File: src/rtl/seven_seg_display_ctrl.sv
// seven_seg_display_ctrl
//   Multi-digit 7-segment display controller for the queue ticket display.
//   A binary value is accepted over a valid/ready handshake, converted to BCD
//   one bit per clock (double-dabble), then latched as NUM_DIGITS registered
//   segment patterns with optional leading-zero blanking and an overflow
//   indication (every digit shows '-').
//
//   Optional feature macro: SEG_BLINK_EN
//     defined   -> free-running blink counter/phase; while blink=1 and the
//                  phase is 1 the output port shows all segments off.
//     undefined -> blink is ignored and seg_out follows the register.
//
// Ports
//   clk          in   rising-edge system clock
//   rst_n        in   asynchronous active-low reset
//   in_valid     in   in_value/blank_zeros valid
//   in_ready     out  controller idle, can accept
//   in_value     in   [BIN_W] unsigned binary value to display
//   blank_zeros  in   blank leading zeros of this value
//   blink        in   request display blink (SEG_BLINK_EN only)
//   done         out  1-cycle pulse: seg_out updated
//   seg_out      out  [7*NUM_DIGITS] digit i at [7*i+6:7*i], order {a..g}
module seven_seg_display_ctrl #(
  parameter int NUM_DIGITS = 4,
  parameter int BIN_W      = 14,
  parameter int ACTIVE_LOW = 1,
  parameter int BLINK_DIV  = 25_000_000
) (
  input  logic                    clk,
  input  logic                    rst_n,
  input  logic                    in_valid,
  output logic                    in_ready,
  input  logic [BIN_W-1:0]        in_value,
  input  logic                    blank_zeros,
  input  logic                    blink,
  output logic                    done,
  output logic [7*NUM_DIGITS-1:0] seg_out
);

  localparam int BCD_W = 4 * NUM_DIGITS;
  localparam int SEG_W = 7 * NUM_DIGITS;
  localparam int CNT_W = $clog2(BIN_W + 1);
  localparam logic [31:0] MAX_VAL = 32'(10 ** NUM_DIGITS - 1);
  localparam logic [SEG_W-1:0] SEG_OFF = (ACTIVE_LOW != 0) ? {SEG_W{1'b1}} : {SEG_W{1'b0}};

  typedef enum logic [1:0] {IDLE, CONVERT, UPDATE} state_t;

  state_t            state_q, state_d;
  logic [BIN_W-1:0]  bin_q, bin_d;
  logic [BCD_W-1:0]  bcd_q, bcd_d;
  logic [BCD_W-1:0]  bcd_adj;
  logic [CNT_W-1:0]  cnt_q, cnt_d;
  logic              blank_q, blank_d;
  logic              ovf_q, ovf_d;
  logic              done_q, done_d;
  logic [SEG_W-1:0]  seg_q, seg_d, seg_new;
  logic [6:0]        pat;
  logic              higher_zero;
  logic              accept;
  logic              unused_bcd_msb;

  // Active-high segment pattern {a,b,c,d,e,f,g} for one BCD digit.
  function automatic logic [6:0] enc(input logic [3:0] n);
    case (n)
      4'd0: enc = 7'h7E;
      4'd1: enc = 7'h30;
      4'd2: enc = 7'h6D;
      4'd3: enc = 7'h79;
      4'd4: enc = 7'h33;
      4'd5: enc = 7'h5B;
      4'd6: enc = 7'h5F;
      4'd7: enc = 7'h70;
      4'd8: enc = 7'h7F;
      4'd9: enc = 7'h7B;
      default: enc = 7'h00;
    endcase
  endfunction

  assign accept = in_valid & in_ready;

  always_ff @(posedge clk or negedge rst_n) begin
    if (!rst_n) state_q <= IDLE;
    else        state_q <= state_d;
  end

  // The last iteration happens on the edge where cnt_q is 1.
  always_comb begin
    state_d = state_q;
    case (state_q)
      IDLE:    if (accept) state_d = CONVERT;
      CONVERT: if (cnt_q == CNT_W'(1)) state_d = UPDATE;
      UPDATE:  state_d = IDLE;
      default: state_d = IDLE;
    endcase
  end

  always_comb begin
    in_ready = (state_q == IDLE);
  end

  // Double-dabble step: add 3 to every nibble >= 5, then shift {bcd,bin} left.
  // The bit leaving the top nibble is dropped; overflow is flagged separately.
  always_comb begin
    bcd_adj = bcd_q;
    for (int i = 0; i < NUM_DIGITS; i++) begin
      if (bcd_q[4*i +: 4] >= 4'd5) bcd_adj[4*i +: 4] = bcd_q[4*i +: 4] + 4'd3;
    end
  end

  assign unused_bcd_msb = bcd_adj[BCD_W-1];

  always_comb begin
    bin_d   = bin_q;
    bcd_d   = bcd_q;
    cnt_d   = cnt_q;
    blank_d = blank_q;
    ovf_d   = ovf_q;
    case (state_q)
      IDLE: begin
        if (accept) begin
          bin_d   = in_value;
          bcd_d   = '0;
          cnt_d   = CNT_W'(BIN_W);
          blank_d = blank_zeros;
          ovf_d   = ({{(32-BIN_W){1'b0}}, in_value} > MAX_VAL);
        end
      end
      CONVERT: begin
        bcd_d = {bcd_adj[BCD_W-2:0], bin_q[BIN_W-1]};
        bin_d = bin_q << 1;
        cnt_d = cnt_q - CNT_W'(1);
      end
      default: ;
    endcase
  end

  // Walk digits from the most significant down; a digit is blanked only while
  // every digit above it (and itself) is zero, and digit 0 is never blanked.
  always_comb begin
    seg_new     = SEG_OFF;
    pat         = 7'h00;
    higher_zero = 1'b1;
    for (int i = NUM_DIGITS - 1; i >= 0; i--) begin
      if (bcd_q[4*i +: 4] != 4'd0) higher_zero = 1'b0;
      pat = enc(bcd_q[4*i +: 4]);
      if (blank_q && higher_zero && (i != 0)) pat = 7'h00;
      if (ovf_q) pat = 7'h01;
      seg_new[7*i +: 7] = (ACTIVE_LOW != 0) ? ~pat : pat;
    end
  end

  always_comb begin
    done_d = (state_q == UPDATE);
    seg_d  = (state_q == UPDATE) ? seg_new : seg_q;
  end

  always_ff @(posedge clk or negedge rst_n) begin
    if (!rst_n) begin
      bin_q   <= '0;
      bcd_q   <= '0;
      cnt_q   <= '0;
      blank_q <= 1'b0;
      ovf_q   <= 1'b0;
      done_q  <= 1'b0;
      seg_q   <= SEG_OFF;
    end else begin
      bin_q   <= bin_d;
      bcd_q   <= bcd_d;
      cnt_q   <= cnt_d;
      blank_q <= blank_d;
      ovf_q   <= ovf_d;
      done_q  <= done_d;
      seg_q   <= seg_d;
    end
  end

  assign done = done_q;

`ifdef SEG_BLINK_EN
  localparam int BLINK_W = (BLINK_DIV > 1) ? $clog2(BLINK_DIV) : 1;

  logic [BLINK_W-1:0] blink_cnt_q, blink_cnt_d;
  logic               phase_q, phase_d;

  // Phase toggles each time the free-running counter wraps.
  always_comb begin
    blink_cnt_d = blink_cnt_q + BLINK_W'(1);
    phase_d     = phase_q;
    if (blink_cnt_q == BLINK_W'(BLINK_DIV - 1)) begin
      blink_cnt_d = '0;
      phase_d     = ~phase_q;
    end
  end

  always_ff @(posedge clk or negedge rst_n) begin
    if (!rst_n) begin
      blink_cnt_q <= '0;
      phase_q     <= 1'b0;
    end else begin
      blink_cnt_q <= blink_cnt_d;
      phase_q     <= phase_d;
    end
  end

  // Blanking is applied at the port only; seg_q keeps the displayed value.
  assign seg_out = (blink && phase_q) ? SEG_OFF : seg_q;
`else
  logic unused_blink;
  assign unused_blink = blink ^ (BLINK_DIV > 0);
  assign seg_out      = seg_q;
`endif

endmodule
File: config.mk
export PLATFORM = sky130hd
export DESIGN_NAME = seven_seg_display_ctrl
export DESIGN_NICKNAME = d
export VERILOG_FILES = /design/src/rtl/seven_seg_display_ctrl.sv
export SDC_FILE = /design/constraint.sdc
export NUM_CORES = 1
export LEC_CHECK = 0
export CORE_UTILIZATION = 50
export CTS_CLUSTER_DIAMETER = 50
export DETAILED_ROUTE_END_ITERATION = 6
export GPL_TIMING_DRIVEN = 0
export MAX_ROUTING_LAYER = met4
export PLACE_DENSITY = 0.79
export SKIP_LAST_GASP = 1
export SLEW_MARGIN = 20
export SYNTH_ARGS = -nofsm -noshare
export SYNTH_HDL_FRONTEND = slang
export SYNTH_SLANG_ARGS = --single-unit
File: constraint.sdc
create_clock -name clk -period 1.8 [get_ports clk]
set_input_delay 0.36 -clock clk [delete_from_list [all_inputs] [get_ports clk]]
set_output_delay 0.36 -clock clk [all_outputs]
set_load 0.01 [all_outputs]
## Word-level counts from Yosys, hierarchy flattened

Memory sizes are Yosys's and may differ from the RTL's.
Cells that the tools add are included.

| operators by class | value |
|---|---|
| mux-type cells | 23 |
| order comparisons | 5 |
| reduce and logical (&&, ||, !) cells | 11 |
| equal/unequal tests | 5 |
| add/subtract/negate cells | 5 |
| bitwise logic cells | 5 |

Operator list:

| kind | number |
|---|---|
| $mux 7 | 7 |
| $pmux 16 s2 | 1 |
| $not 7->7 | 4 |
| $pmux 14 s2 | 1 |
| $ge 4x3->1 const B | 4 |
| $mux 16 | 1 |
| $mux 4 | 4 |
| $gt 14x14->1 const B | 1 |
| $mux 14 | 1 |
| $add 4x2->4 const B | 3 |
| $reduce_bool 4->1 | 3 |
| $pmux 4 s2 | 1 |
| $reduce_and 2->1 | 3 |
| $eq 4x1->1 const B | 1 |
| $mux 2 | 2 |
| $pmux 2 s2 | 1 |
| $sub 4x1->4 const B | 1 |
| $add 3x2->3 const B | 1 |
| $logic_and 1x1->1 | 3 |
| $mux 1 | 3 |
| $mux 3 | 1 |
| $eq 2x1->1 const B | 1 |
| $eq 2x2->1 const B | 1 |
| $logic_not 2->1 | 1 |
| 4 further kinds | 4 |

| storage, ports and cells | value |
|---|---|
| memories | 4 |
| output and inout port bits | 30 |
| memory bits (read-only) | 448 |
| bits in registers | 67 |
| logic and storage cells | 66 |
| input bits | 19 |

Memory list:

| name | depth | width | read ports | clocked after memory_dff | wr ports | RTL line | RTL |
|---|---|---|---|---|---|---|---|
| (no name shown) | 16 | 7 | 1 | 0 | 0 | 64 | `case (n)` |
| (no name shown) | 16 | 7 | 1 | 0 | 0 | 64 |  |
| (no name shown) | 16 | 7 | 1 | 0 | 0 | 64 |  |
| (no name shown) | 16 | 7 | 1 | 0 | 0 | 64 |  |

## Depth between registers and ports, before layout

Gate-level depths: netlist of run 1.

| depth | value |
|---|---|
| depth in word-level cells | 8 |
| gate-level depth with buffers | 6 |
| mapped depth without buffers | 6 |

## Worst setup path after synthesis of run 1

No wires, ideal clock.

| timing | value |
|---|---|
| path kind | register to register |
| start | register bcd_q[13] |
| end | register seg_q[7] (netlist: seg_out[7]) |
| period minus slack after synthesis | 1.775 ns |
| path buffers | 0 |
| required time | 1.714 ns |
| library setup time | 0.086 ns |
| arrival | 1.689 ns |
| path slack | 0.025 ns |
| cell stages (with the launch flop) | 7 |
| cell sequence | dfrtp_1 inv_1 ha_1 and4bb_1 nand2_1 or4_4 o31ai_2 |

| between the ends | value |
|---|---|
| word-level cells in the longest chain between the ends | 8 |

Ends and longest elaborated chain:

| item | RTL line | RTL |
|---|---|---|
| start: declaration | 50 | `logic [BCD_W-1:0] bcd_q, bcd_d;` |
| start signal: assignment | 160 | `bcd_q <= '0;` |
| start signal: assignment | 168 | `bcd_q <= bcd_d;` |
| $reduce_bool 4->1 | 144 | `if (bcd_q[4*i +: 4] != 4'd0) higher_zero = 1'b0;` |
| $mux 1 (3 in a row) | 144 |  |
| $logic_and 1x1->1 | 146 | `if (blank_q && higher_zero && (i != 0)) pat = 7'h00;` |
| $mux 7 | 146 |  |
| $mux 7 | 147 | `if (ovf_q) pat = 7'h01;` |
| $not 7->7 | 148 | `seg_new[7*i +: 7] = (ACTIVE_LOW != 0) ? ~pat : pat;` |
| end signal: assignment | 173 | `seg_q <= seg_d;` |
| end: declaration | 56 | `logic [SEG_W-1:0] seg_q, seg_d, seg_new;` |

No other way between the ends.
A chain may end at the register's enable or synchronous reset.

## Worst setup path in the final report of run 1

| timing | value |
|---|---|
| start | register seg_q[20] (netlist: seg_out[20]) |
| end | output seg_out[20] |

RTL lines:

| item | RTL line | RTL |
|---|---|---|
| end: declaration | 37 | `output logic [7*NUM_DIGITS-1:0] seg_out` |

No word-level cell between the ends.

==> flow_summary.yaml, run 1 <==
synthesis:
  synth_fa_ha_area_frac: 0.08956
  synth_xor_area_frac: 0.01206
  yosys-top-cells-area: "dfrtp_1 27%, dfstp_2 20%, ha_1 9.0%, nand2_1 5.3%, o21ai_0 5.0%"
  synthMuxAreaShare: 0.01722
  yosysTopAreaCell: "dfrtp_1"
  synth_edf_count: 0
  synth_compound_area_frac: 0.1960
  synth_top_family_by_area: "compound AO/OA/AOI/OAI gates"
  synthCells: 387
  synth_nets: 432
  yosysWarnings: 0
  yosys_register_bits: 67
  syn-mean-instance-area_um2: 9.386
  synth_cell_types: 41
  synth_top_area_frac: 0.2687
  async_flop_share: 1.000
  synth-simple-area-share: 0.1695
  syn-cell-area_um2: 3632
  yosys_most_used_dff: "dfrtp_1"
  synth.yosys.seq_area_share: 0.4712
route:
  route.vias.total: 3099
  first_iter_violations: 181
  postRouteAntennaNets: 0
  dr.pass1.iters: 4
  remaining_drc_errors: 0
  viasPerCell: 5.564
  wire_per_inst_um: 15.02
  wl_um: 8367
placement:
  place.port_buffers: 47
  gp_congestion: 0.8771
  dp_hpwl_um: 5626
  placed_cells: 531
clock_tree:
  cts.sinks: 67
  cts_tree: "built"
  path_clk_slew_ps: 80
  clockBufferDepth: 2
  cts_made_buffers: 9
  htreeDepth: 3
  clk-insertion-delay-late_ps: 350
  cts_root_buffer: "clkbuf_8"
power_and_ir_drop:
  combinationalPowerShare: 0.476
  power_per_cell_area_nw_per_um2: 1802
  switching_power_uw: 3260
  internal_power_uw: 5183
  switching_share: 0.3861
  total_power_uw: 8443
  clkPwrFrac: 0.179
  ir_drop_v: 0.0008411
  p_seq_frac: 0.345
  p_leak_uw: 0.002072
worst_setup_path:
  path_class: "register to output port"
  path_buf_inv: 1
  slowest_stage: "dfstp_2"
  path_cells: "clkdlybuf4s50_1"
  slowest_delay_ps: 540
  cp.arrival_ps: 1410
  critPathLaunchType: "register"
  cp-end-kind: "output port"
  cp.required_ps: 1440
  critPathMaxFanout: 2
  reg2reg_from: "bcd_q[13]"
  crit_start: "seg_out[20]"
  crit_family: "flip-flops"
sta:
  hold_violations: 0
  post-route-min-period_ps: 1772
  rsz0062_at_grt: "true"
  slew_headroom: 0.6694
  skew_ps: 5.640
  maxSlewViolCount: 0
  setup_viol: 0
  max_freq_mhz: 564.4
  period_share: 0.9842
  hold_ws_ps: 424.1
  worstMarginPinSlew_ps: 495.9
grt:
  grt_max_degree: 55
  grt_pass1_vias: 3007
  track_usage: 0.2462
  overflow: 0
  antenna_found_initial: 0
  grt_pass1_wl_um: 13900
layout:
  fin_nets: 501
  antenna_cells: 0
  most-common-layout-cells: "50 x nand2_1, 39 x clkdlybuf4s50_1, 36 x o21ai_0"
  drive_above_1_share: 0.1887
  finalNonFillerCells: 557
  final_common_cell: "nand2_1"
  areaGrowthSynthToFinish_pct: 29.00
floorplanning:
  core-area_um2: 6907
  die-height_um: 87.23
  io_pins: 49
  die_area_um2: 7609
  dieWidth_um: 87.23
  initial_utilization: 0.5259
  rows: 30
status:
  outcome: "finished, final reports clean"
worst_hold_path:
  min_path_type: "input port to async pin"
job:
  drv_cap: 0
## registers in the layout, indices dropped and copies added, names as in the netlist
name / flops
seg_out: 28
bcd_q: 16
bin_q: 14
cnt_q: 4
state_q: 2
blank_q: 1
done: 1
ovf_q: 1
## repair_timing
| action | in CTS | in global routing |
|---|---|---|
| pin swaps | 1 | 3 |
| resized for setup | 15 | 26 |
| hold endpoints to repair | 1 | 0 |
| buffers inserted | 7 | 3 |
| hold buffers | 1 | 0 |
| endpoints found under the setup margin | 33 | 42 |
## cell type report
class	instances	area (µm²)
Fill cell	578	2221
Multi-Input combinational cell	278	1848
Sequential cell	67	1718
Timing Repair Buffer	59	594.3
Clock buffer	9	123.9
Tap cell	96	120.1
Clock inverter	7	116.4
Buffer	21	87.58
Inverter	20	77.57
## power groups by stage
stage,Sequential [µW],Combinational (µW),Clock [µW]
3_3_place_gp,2880,3600,0
3_5_place_dp,2920,3720,0
5_1_grt,2990,4490,1600
2_1_floorplan,2940,2390,0
6_report,2910,4020,1510
4_1_cts,2890,3930,1540
## kinds of logic after synthesis
logic type | count (synthesis)
XOR/XNOR | 5
buffers and inverters | 42
flip-flops | 67
multiplexers | 6
AND/OR/NAND/NOR | 129
adder cells (fa/ha/maj) | 26
AO/OA/AOI/OAI | 112
## routing by layer
layer | track usage | vias up | routed length (µm)
met5 | - | - | 0
met4 | 0.1386 | 0 | 342
met3 | 0.03223 | 26 | 323
met2 | 0.3944 | 80 | 3989
met1 | 0.3021 | 1499 | 3711
li1 | - | 1494 | -
## per-stage QoR
| step | setup slack, ps | utilization | cell area (µm²) | TNS (ps) |
|---|---|---|---|---|
| floorplan | 24.59 | - | 3632 | 0 |
| global placement | -1788 | 0.6114 | 4223 | -104430 |
| detailed placement | -348.7 | 0.6150 | 4248 | -6755 |
| CTS | 8.070 | 0.6667 | 4604 | 0 |
| global route | -25.50 | 0.6784 | 4686 | -72.55 |
| finish | 28.36 | 0.6784 | 4686 | 0 |
## cells in the mapped netlist, drive strengths merged, types with 4 or more instances
cell type / number
nand2: 51
dfrtp: 39
o21ai: 36
dfstp: 28
a21oi: 27
nor2: 27
ha: 26
inv: 20
clkbuf: 18
a22oi: 13
nand3: 13
nand2b: 12
o22a: 11
nor3: 8
nor3b: 7
a31oi: 5
xnor2: 5
buf: 4
mux2i: 4
## worst paths after layout
path | slack (ps) | end | cells past startpoint
hold / removal | 420 | done | 2
min in group clk | 480 | seg_out[16] | 2
max in group asynchronous | 810 | seg_out[26] | 3
setup / recovery | 30 | seg_out[20] | 1
setup reg to reg | 40 | seg_out[7] | 6
hold reg to reg | 480 | seg_out[16] | 2
No activity file was read; power rests on OpenSTA's default activity.
==> inputs of run 2 (changes only) <==
--- a/config.mk
+++ b/config.mk
@@ -10,7 +10,7 @@
 export DETAILED_ROUTE_END_ITERATION = 6
 export GPL_TIMING_DRIVEN = 0
 export MAX_ROUTING_LAYER = met4
-export PLACE_DENSITY = 0.79
+export PLACE_DENSITY = 0.76
 export SKIP_LAST_GASP = 1
 export SLEW_MARGIN = 20
 export SYNTH_ARGS = -nofsm -noshare
==> run 2 against run 1 <==
Net effect:
- the flow now finishes with violations (setup timing)
- count of clock-buffer cells in the layout grew 4
- non-clock buffer count is the same
- total power decreased by 3.9%
- largest power group unchanged
- sequential share of layout area rose by 0.80 points
- largest cell class unchanged
- wire length down 3.1%
==> flow_summary.yaml, run 2 (same netlist as run 1, synthesis figures left out) <==
worst_setup_path:
  critPathLaunchType: "register"
  critPathMaxFanout: 4
  cp-end-kind: "register"
  slowest_stage: "or4_4"
  r2r_cells: 6
  slowest_delay_ps: 530
  cp.arrival_ps: 2060
  cp.required_ps: 2050
  path_cells: "inv_4 > ha_4 > and4bb_2 > nand2_2 > or4_4 > o31ai_2"
  crit_family: "simple AND/OR/NAND/NOR gates"
  path_class: "register to register"
  path_buf_inv: 1
  crit_cells: 6
grt:
  track_usage: 0.2360
  overflow: 0
  grt_pass1_wl_um: 13380
  grt_max_degree: 46
  antenna_found_initial: 0
  grt_pass1_vias: 2851
status:
  violations: "setup timing"
  outcome: "finished with violations"
route:
  viasPerCell: 5.603
  first_iter_violations: 162
  wire_per_inst_um: 14.56
  dr.pass1.iters: 4
  route.vias.total: 3121
  remaining_drc_errors: 0
  postRouteAntennaNets: 0
  wl_um: 8108
sta:
  period_share: 1.003
  setup_viol: 1
  max_freq_mhz: 553.7
  maxSlewViolCount: 0
  worstMarginPinSlew_ps: 501.1
  setup_ws_ps: -6.108
  timing.setup.tns_ps: -6.108
  rsz0062_at_grt: "true"
  post-route-min-period_ps: 1806
  hold_violations: 0
  slew_headroom: 0.6660
  skew_ps: 6.699
layout:
  most-common-layout-cells: "50 x nand2_1, 42 x clkdlybuf4s50_1, 36 x o21ai_0"
  areaGrowthSynthToFinish_pct: 26.42
  fin_nets: 501
  drive_above_1_share: 0.1822
  largest_reg_flops: 28
  antenna_cells: 0
  final_common_cell: "nand2_1"
power_and_ir_drop:
  p_leak_uw: 0.001987
  switching_power_uw: 3164
  internal_power_uw: 4948
  switching_share: 0.3900
  combinationalPowerShare: 0.490
  total_power_uw: 8112
  clkPwrFrac: 0.151
  power_per_cell_area_nw_per_um2: 1767
  ir_drop_v: 0.0007449
  p_seq_frac: 0.359
clock_tree:
  htreeDepth: 3
  clk-insertion-delay-late_ps: 340
  path_clk_slew_ps: 70
  clockBufferDepth: 2
  cts_made_buffers: 9
  cts_root_buffer: "clkbuf_8"
  cts.sinks: 67
  cts_tree: "built"
floorplanning:
  rows: 30
  dieWidth_um: 87.23
  initial_utilization: 0.5259
  die-height_um: 87.23
  io_pins: 49
  core-area_um2: 6907
  die_area_um2: 7609
placement:
  place.port_buffers: 47
  dp_hpwl_um: 5521
  gp_congestion: 0.8780
job:
  drv_cap: 0
worst_hold_path:
  min_path_type: "input port to async pin"
==> run 2: changes by cell type in the layout (fill, tap and decap cells not counted), moves of 3 or more <==
| cell | previous run | this run |
|---|---|---|
| dlymetal6s2s_1 | 6 | 3 |
| clkbuf_1 | 13 | 17 |
| clkdlybuf4s50_1 | 39 | 42 |
| inv_2 | 5 | 2 |
==> run 2: cell type report <==
cell class / instances / area, µm²
inverters: 20 / 80.08
multi-input cells: 278 / 1819
repair buffers: 58 / 571.8
clock buffers: 13 / 148.9
plain buffers: 22 / 91.34
flip-flops and latches: 67 / 1720
clock inverters: 3 / 40.04
well taps: 96 / 120.1
fillers: 580 / 2315
==> run 2: layer usage <==
layer | vias up | wire length [µm] | GRT usage | part of all wire
met2 | 80 | 3957 | 0.3701 | 0.49
met4 | 0 | 129 | 0.08346 | 0.016
met1 | 1533 | 3686 | 0.3069 | 0.45
li1 | 1494 | - | - | -
met5 | - | 0 | - | 0
met3 | 14 | 335 | 0.04550 | 0.041
==> run 2: timing repair <==
item                                    4_1_cts  5_1_grt
pin swaps                                     0        2
endpoints found under the hold margin        13        0
setup buffers                                 3        6
endpoints found under the setup margin       30       28
hold buffers                                  1        0
resized for setup                            19       17
==> run 2: power groups by stage <==
stage	registers, µW	logic, µW	clock network (µW)
4_1_cts	2890	3870	1250
6_report	2910	3970	1230
5_1_grt	3000	4450	1310
3_3_place_gp	2880	3610	0
3_5_place_dp	2900	3710	0
2_1_floorplan	2940	2390	0
==> run 2: worst reg2reg max path: cells and delay by family, from the launching register on <==
kind                     cells  cell delay [ps]
adder cells (fa/ha/maj)      1              140
buffers and inverters        1               80
AO/OA/AOI/OAI                1              190
AND/OR/NAND/NOR              3              880
flip-flops                   1              430
==> run 2: final timing paths <==
path                               end      start  slack, ps
setup / recovery            seg_out[7]  bcd_q[13]         -6
hold / removal               bin_q[12]      rst_n        450
setup reg to reg            seg_out[7]  bcd_q[13]         -6
hold reg to reg               bin_q[3]   bin_q[3]        480
max in group asynchronous  seg_out[24]      rst_n        760
min in group clk              bin_q[3]   bin_q[3]        480
==> run 2: stage by stage <==
step	instance area [µm²]	instances	worst slack [ps]	utilization	hold slack (ps)
after floorplan	3632	387	24.59	-	64.41
after global placement	4223	530	-1791	0.6114	461.1
after detailed placement	4240	531	-360.4	0.6139	274.8
after CTS	4508	551	0.3151	0.6527	458.0
after global routing	4592	557	-61.84	0.6649	482.1
final	4592	557	-6.108	0.6649	454.3
